--- src/rtl/executor_pkg.sv ---
// Shared types and constants for the matrix-memory executors.
package executor_pkg;
  typedef logic [15:0] piece_t;
  typedef logic [1:0]  state_t;

  localparam state_t eIDLE  = 2'd0;
  localparam state_t eScan  = 2'd1;
  localparam state_t eWrite = 2'd2;
  localparam state_t eDone  = 2'd3;

  localparam int unsigned piece_dim_c = 4;
endpackage

--- src/rtl/executor_place_if.sv ---
// Request/response handshake and matrix-memory port of the place executor.
interface executor_place_if #(
  parameter int unsigned width_p  = 16,
  parameter int unsigned height_p = 32
);
  import executor_pkg::*;

  localparam int unsigned x_w_c = $clog2(width_p) + 1;
  localparam int unsigned y_w_c = $clog2(height_p) + 1;
  localparam int unsigned a_w_c = $clog2(height_p);

  logic                    v_i;
  logic                    ready_o;
  logic                    commit_i;
  piece_t                  piece_i;
  logic signed [x_w_c-1:0] x_i;
  logic signed [y_w_c-1:0] y_i;
  logic                    done_o;
  logic                    collide_o;
  logic                    check_v_o;
  logic [a_w_c-1:0]        mm_read_addr_o;
  logic [width_p-1:0]      mm_read_data_i;
  logic [a_w_c-1:0]        mm_write_addr_o;
  logic [width_p-1:0]      mm_write_data_o;
  logic                    mm_write_v_o;

  modport slave (
    input  v_i, commit_i, piece_i, x_i, y_i, mm_read_data_i,
    output ready_o, done_o, collide_o, check_v_o,
           mm_read_addr_o, mm_write_addr_o, mm_write_data_o, mm_write_v_o
  );

  modport master (
    output v_i, commit_i, piece_i, x_i, y_i, mm_read_data_i,
    input  ready_o, done_o, collide_o, check_v_o,
           mm_read_addr_o, mm_write_addr_o, mm_write_data_o, mm_write_v_o
  );
endinterface

--- src/rtl/executor_place_shifter.sv ---
// Places one 4-bit piece row at signed column x; flags bits that fall off either board edge.
module piece_row_shifter
  import executor_pkg::*;
#(
  parameter  int unsigned width_p = 16,
  localparam int unsigned x_w_c   = $clog2(width_p) + 1
) (
  input  logic [piece_dim_c-1:0] row,
  input  logic signed [x_w_c-1:0] x,
  output logic [width_p-1:0]     mask,
  output logic                   overflow
);
  localparam int unsigned ext_w_c = width_p + piece_dim_c;

  logic [ext_w_c-1:0] ext;
  logic [ext_w_c-1:0] shl;
  logic [ext_w_c-1:0] drop;
  logic [width_p-1:0] shr;
  logic [x_w_c-1:0]   mag;

  always_comb begin
    ext  = ext_w_c'(row);
    mag  = x[x_w_c-1] ? $unsigned(-x) : $unsigned(x);
    shl  = ext << mag;
    shr  = width_p'(ext >> mag);
    // bits shifted below column 0 on a negative x
    drop = ext & ~({ext_w_c{1'b1}} << mag);
    if (x[x_w_c-1]) begin
      mask     = shr;
      overflow = |drop;
    end else begin
      mask     = shl[width_p-1:0];
      overflow = |shl[ext_w_c-1:width_p];
    end
  end
endmodule

--- src/rtl/executor_place.sv ---
// Tests a 4x4 piece against the board and, on commit, ORs it into matrix memory.
module executor_place
  import executor_pkg::*;
#(
  parameter int unsigned width_p  = 16,
  parameter int unsigned height_p = 32
) (
  input logic             clk_i,
  input logic             reset_n_i,
  executor_place_if.slave bus
);
  localparam int unsigned x_w_c   = $clog2(width_p) + 1;
  localparam int unsigned y_w_c   = $clog2(height_p) + 1;
  localparam int unsigned a_w_c   = $clog2(height_p);
  localparam int unsigned row_w_c = y_w_c + 1;
  localparam int unsigned r_w_c   = $clog2(piece_dim_c);

  state_t                  state_q, state_d;
  logic [r_w_c-1:0]        r_q, r_d;
  piece_t                  piece_q;
  logic signed [x_w_c-1:0] x_q;
  logic signed [y_w_c-1:0] y_q;
  logic                    commit_q;
  logic                    collide_q, collide_d;
  logic                    ready_q, done_q, collide_out_q, check_v_q;

  logic [piece_dim_c-1:0]    prow;
  logic [width_p-1:0]        mask;
  logic                      ovf;
  logic signed [row_w_c-1:0] row;
  logic                      row_in, row_high;
  logic [a_w_c-1:0]          addr;
  logic                      scan_hit;

  assign prow = piece_q[{r_q, 2'b00} +: piece_dim_c];

  piece_row_shifter #(.width_p(width_p)) u_shift (
    .row      (prow),
    .x        (x_q),
    .mask     (mask),
    .overflow (ovf)
  );

  // Board row under the current piece row; negative rows are above the board.
  assign row      = row_w_c'(y_q) + $signed({{(row_w_c-r_w_c){1'b0}}, r_q});
  assign row_in   = !row[row_w_c-1] && (row[row_w_c-2:0] < (row_w_c-1)'(height_p));
  assign row_high = !row[row_w_c-1] && !row_in;
  assign addr     = row_in ? row[a_w_c-1:0] : '0;

  always_comb begin
    scan_hit = 1'b0;
    if (row_in)        scan_hit = ovf | (|(mask & bus.mm_read_data_i));
    else if (row_high) scan_hit = |prow;
  end

  always_comb begin
    state_d   = state_q;
    r_d       = r_q;
    collide_d = collide_q;
    case (state_q)
      eIDLE: begin
        if (bus.v_i) begin
          state_d   = eScan;
          r_d       = '0;
          collide_d = 1'b0;
        end
      end
      eScan: begin
        collide_d = collide_q | scan_hit;
        r_d       = r_q + r_w_c'(1);
        if (r_q == r_w_c'(piece_dim_c - 1))
          state_d = (commit_q && !collide_d) ? eWrite : eDone;
      end
      eWrite: begin
        r_d = r_q + r_w_c'(1);
        if (r_q == r_w_c'(piece_dim_c - 1)) state_d = eDone;
      end
      eDone:   state_d = eIDLE;
      default: state_d = eIDLE;
    endcase
  end

  always_ff @(posedge clk_i or negedge reset_n_i) begin
    if (!reset_n_i) begin
      state_q       <= eIDLE;
      r_q           <= '0;
      piece_q       <= '0;
      x_q           <= '0;
      y_q           <= '0;
      commit_q      <= 1'b0;
      collide_q     <= 1'b0;
      ready_q       <= 1'b1;
      done_q        <= 1'b0;
      collide_out_q <= 1'b0;
      check_v_q     <= 1'b0;
    end else begin
      state_q       <= state_d;
      r_q           <= r_d;
      collide_q     <= collide_d;
      ready_q       <= (state_d == eIDLE);
      done_q        <= (state_d == eDone);
      collide_out_q <= (state_d == eDone) && collide_d;
      check_v_q     <= (state_d == eDone) && commit_q && !collide_d;
      if (state_q == eIDLE && bus.v_i) begin
        piece_q  <= bus.piece_i;
        x_q      <= bus.x_i;
        y_q      <= bus.y_i;
        commit_q <= bus.commit_i;
      end
    end
  end

  assign bus.ready_o   = ready_q;
  assign bus.done_o    = done_q;
  assign bus.collide_o = collide_out_q;
  assign bus.check_v_o = check_v_q;

  // Memory reads return in the same cycle, so the port is decoded from registered state.
  assign bus.mm_read_addr_o  = (state_q == eScan || state_q == eWrite) ? addr : '0;
  assign bus.mm_write_addr_o = (state_q == eWrite) ? addr : '0;
  assign bus.mm_write_data_o = (state_q == eWrite) ? (bus.mm_read_data_i | mask) : '0;
  assign bus.mm_write_v_o    = (state_q == eWrite) && row_in && (|mask);
endmodule

--- src/flat_wrapper.sv ---
// flat-port wrapper written by rule: the top's interface ports become plain ports
module executor_place_flat import executor_pkg::*;
#(
  parameter int unsigned width_p  = 16,
  parameter int unsigned height_p = 32
)
  (clk_i, reset_n_i, bus_v_i, bus_commit_i, bus_piece_i, bus_x_i, bus_y_i, bus_mm_read_data_i, bus_ready_o, bus_done_o, bus_collide_o, bus_check_v_o, bus_mm_read_addr_o, bus_mm_write_addr_o, bus_mm_write_data_o, bus_mm_write_v_o);
  executor_place_if #(.width_p(width_p), .height_p(height_p)) bus_i ();
  input logic clk_i;
  input logic reset_n_i;
  input wire logic [$bits(bus_i.v_i)-1:0] bus_v_i;
  input wire logic [$bits(bus_i.commit_i)-1:0] bus_commit_i;
  input wire logic [$bits(bus_i.piece_i)-1:0] bus_piece_i;
  input wire logic [$bits(bus_i.x_i)-1:0] bus_x_i;
  input wire logic [$bits(bus_i.y_i)-1:0] bus_y_i;
  input wire logic [$bits(bus_i.mm_read_data_i)-1:0] bus_mm_read_data_i;
  output wire logic [$bits(bus_i.ready_o)-1:0] bus_ready_o;
  output wire logic [$bits(bus_i.done_o)-1:0] bus_done_o;
  output wire logic [$bits(bus_i.collide_o)-1:0] bus_collide_o;
  output wire logic [$bits(bus_i.check_v_o)-1:0] bus_check_v_o;
  output wire logic [$bits(bus_i.mm_read_addr_o)-1:0] bus_mm_read_addr_o;
  output wire logic [$bits(bus_i.mm_write_addr_o)-1:0] bus_mm_write_addr_o;
  output wire logic [$bits(bus_i.mm_write_data_o)-1:0] bus_mm_write_data_o;
  output wire logic [$bits(bus_i.mm_write_v_o)-1:0] bus_mm_write_v_o;
  assign bus_i.v_i = bus_v_i;
  assign bus_i.commit_i = bus_commit_i;
  assign bus_i.piece_i = bus_piece_i;
  assign bus_i.x_i = bus_x_i;
  assign bus_i.y_i = bus_y_i;
  assign bus_i.mm_read_data_i = bus_mm_read_data_i;
  assign bus_ready_o = bus_i.ready_o;
  assign bus_done_o = bus_i.done_o;
  assign bus_collide_o = bus_i.collide_o;
  assign bus_check_v_o = bus_i.check_v_o;
  assign bus_mm_read_addr_o = bus_i.mm_read_addr_o;
  assign bus_mm_write_addr_o = bus_i.mm_write_addr_o;
  assign bus_mm_write_data_o = bus_i.mm_write_data_o;
  assign bus_mm_write_v_o = bus_i.mm_write_v_o;
  executor_place #(.width_p(width_p), .height_p(height_p)) u_core (.clk_i(clk_i), .reset_n_i(reset_n_i), .bus(bus_i));
endmodule
--- config.mk ---
export PLATFORM = sky130hd
export DESIGN_NAME = executor_place_flat
export DESIGN_NICKNAME = d
export VERILOG_FILES = /design/src/rtl/executor_pkg.sv /design/src/rtl/executor_place_if.sv /design/src/rtl/executor_place_shifter.sv /design/src/rtl/executor_place.sv /design/src/flat_wrapper.sv
export SDC_FILE = /design/constraint.sdc
export NUM_CORES = 1
export LEC_CHECK = 0
export ABC_AREA = 0
export BUFFER_PORTS_ARGS = -buffer_cell sky130_fd_sc_hd__clkbuf_2
export CAP_MARGIN = 10
export CORE_ASPECT_RATIO = 0.5
export CORE_MARGIN = 2
export CORE_UTILIZATION = 55
export DETAILED_ROUTE_END_ITERATION = 7
export HOLD_SLACK_MARGIN = 0.02
export PLACE_DENSITY = 0.82
export SETUP_SLACK_MARGIN = 0.02
export SYNTH_ARGS = -nofsm -noshare
export SYNTH_HDL_FRONTEND = slang
export SYNTH_SLANG_ARGS = --single-unit
--- constraint.sdc ---
create_clock -name clk_i -period 4.2 [get_ports clk_i]
set_input_delay 0 -clock clk_i [delete_from_list [all_inputs] [get_ports clk_i]]
set_output_delay 0 -clock clk_i [all_outputs]
set_load 0.02 [all_outputs]
==> flow_summary.json <==
{
  "cts_root_buffer": "clkbuf_16",
  "seq_area_frac_synth_pct": 29.0,
  "fin_nets": 495,
  "cts_tree": "done",
  "insertion_delay_ps": 280,
  "cts_buffers": 5,
  "required_ps": 4200,
  "slew_viol_final": 0,
  "place_area_um2": 3590,
  "yosys.area_share.simple_pct": 21.8,
  "synth_enable_flop_cells": 0,
  "synth-xor-area-share_pct": 1.37,
  "cts_setup_buffers": 0,
  "drv_cap": 0,
  "syn_area_per_cell_um2": 9.26,
  "cts_resized": 0,
  "arrival_ps": 3230,
  "grt_max_degree": 38,
  "rows": 19,
  "syn_area_um2": 3200,
  "synth_top_family_by_area": "simple AND/OR/NAND/NOR gates",
  "synthFlopType": "dfrtp_1",
  "muxShareOfSynthArea_pct": 20.4,
  "htreeDepth": 2,
  "clock_skew_ps": 3.24,
  "final.setup.tns_ps": 0,
  "grt-ovfl-total": 0,
  "power_density_nw_per_um2": 942,
  "drive_above_1_share_pct": 32.7,
  "die_y_um": 57.9,
  "cts_sinks": 37,
  "drc": 0,
  "slew_headroom_pct": 39.2,
  "core-area_um2": 5540,
  "syn_nets": 400,
  "ys_warn_count": 0,
  "post_drt_wl_per_cell_um": 20.1,
  "fmaxAchievable_mhz": 310,
  "hold_path_class": "in2reg",
  "synth-compound-area-share_pct": 18.8,
  "ys_seq_elements": 37,
  "end_kind": "primary output",
  "status": "completed",
  "finalSetupViolCount": 0,
  "crit_fanout": 13,
  "multi_input_area_um2": 2100,
  "criticalPathCategory": "reg2out",
  "fin_crit_sh_pct": 76.8,
  "via_count": 3317,
  "die_w_um": 112,
  "gr-usage-met3_pct": 7.43,
  "grt_pass1_wl_mm": 16.8,
  "p_leak_nw": 1.78,
  "cts_buffer_depth": 2,
  "grt.total_usage_pct": 33.0,
  "fin_ws_ps": 974,
  "ys_async_sr_fraction_pct": 100,
  "rrSetupSlack_ps": 1070,
  "ir_worst_vdd_mv": 0.544,
  "final_common_cell": "clkbuf_2",
  "vias_per_cell": 6.45,
  "holdWs_ps": 148,
  "worstMarginPinSlew_ps": 912,
  "synthAdderAreaFrac_pct": 3.37,
  "port_buffers": 77,
  "pin_count": 78,
  "antennaDiodeCount": 0,
  "cts.clk_slew.worst_paths_ps": 60,
  "antenna_found_initial": 0,
  "busiest_layer": "met2",
  "dpl_worst_slack_ps": 1190,
  "finalHoldViolCount": 0,
  "regArea_um2": 927,
  "min_period_ps": 3230,
  "drtIter0Drc": 260,
  "rsz0062_at_grt": "no",
  "area_growth_pct": 26.7,
  "dp_hpwl_mm": 6.86,
  "syn_inst": 345,
  "grtUsageMet2_pct": 57.4,
  "layout_common_cells": "clkbuf_2, dfrtp_1, mux2_2",
  "wirelength_mm": 10.3,
  "ctsHoldBuffers": 29,
  "grt_pass1_vias": 3349,
  "first_pass_iters": 7,
  "drt.antenna.violating_nets": 0,
  "place.gp.congestion": 0.959,
  "synth.distinct_cells": 73,
  "fin_util_pct": 73.1,
  "initial_core_util_pct": 57.7,
  "fin_area_um2": 4050,
  "met1_usage_pct": 42.7,
  "startpoint_type": "register",
  "fill_cells": 411,
  "design.die.area_um2": 6470
}
-- worst max-delay path, cell delays in order (launching register included) --
cell,delay [ps]
dfrtp_1,670
mux4_1,870
mux2_2,400
a31oi_1,330
o21ai_0,150
nor3_1,220
a31oi_1,120
clkbuf_2,170
-- cells by family (layout without fill, tap and decap cells) --
| logic type | after synthesis | in the layout |
|---|---|---|
| muxes | 50 | 50 |
| AOI/OAI and AO/OA | 82 | 82 |
| buffers and inverters | 34 | 130 |
| adders and majority gates | 8 | 8 |
| and+or+nand+nor | 129 | 129 |
| xor gates and xnor gates | 5 | 5 |
| DFF | 37 | 37 |
-- routing by layer --
metal | wire [um] | vias up
met1 | 4250 | 1593
li1 | - | 1486
met2 | 4870 | 203
met4 | 254 | 0
met3 | 973 | 35
met5 | 0 | -
-- registers in the layout (all words and copies together) (netlist names) --
| signal | flops |
|---|---|
| u_core.commit_q | 1 |
| u_core.bus.check_v_o | 1 |
| u_core.x_q | 5 |
| u_core.collide_q | 1 |
| u_core.bus.collide_o | 1 |
| u_core.bus.ready_o | 1 |
| u_core.r_q | 2 |
| u_core.bus.done_o | 1 |
| u_core.y_q | 6 |
| u_core.state_q | 2 |
| u_core.piece_q | 16 |
-- cell usage after synthesis, types with 4 or more instances --
| library cell | number | area share (%) |
|---|---|---|
| ha_1 | 7 | 2.7 |
| clkbuf_1 | 13 | 1.5 |
| buf_6 | 4 | 1.4 |
| inv_1 | 9 | 1.1 |
| nand3_1 | 22 | 3.4 |
| a21oi_1 | 14 | 2.2 |
| o21ai_0 | 7 | 1.1 |
| mux2_2 | 35 | 12 |
| and3_1 | 10 | 2.0 |
| nor2_1 | 26 | 3.1 |
| a21o_1 | 5 | 1.2 |
| dfrtp_1 | 36 | 28 |
| o21a_1 | 14 | 3.3 |
| a31oi_1 | 7 | 1.4 |
| mux4_2 | 4 | 2.8 |
| nor2b_1 | 7 | 1.4 |
| nand2_1 | 24 | 2.8 |
| nand2b_1 | 6 | 1.2 |
| nor3_1 | 7 | 1.1 |
| mux2i_1 | 7 | 2.2 |
| nand4_1 | 10 | 2.0 |
-- stage by stage --
stage,power [mW],std cells
final,3.81,514
after global routing,4.05,514
after CTS,3.69,514
after detailed placement,3.22,477
after global placement,3.15,477
after floorplan,2.66,345
-- cell type report --
class | instances | share of cell area, %
clock buffer | 6 | 3.18
tap | 73 | 2.26
clock inverter | 2 | 0.958
timing repair buffer | 112 | 17.8
multi-input combinational | 274 | 52.0
inverter | 10 | 0.927
sequential | 37 | 22.9
-- power breakdown --
group	switching [mW]	total, mW	internal (mW)
combinational	1.50	2.54	1.04
sequential	0.301	0.835	0.534
clock	0.150	0.432	0.281
total	1.96	3.81	1.86
-- worst paths after layout --
kind	start	endpoint	cells after the start
worst max-delay path	u_core.r_q[0]	bus_mm_write_v_o	7
worst min-delay path	bus_v_i	u_core.state_q[1]	3
worst max register to register	u_core.r_q[0]	u_core.collide_q	6
worst min register to register	u_core.piece_q[9]	u_core.piece_q[9]	1
max in group asynchronous	reset_n_i	u_core.piece_q[1]	2
min in group asynchronous	reset_n_i	u_core.piece_q[8]	2
(Power assumes the default switching activity.)
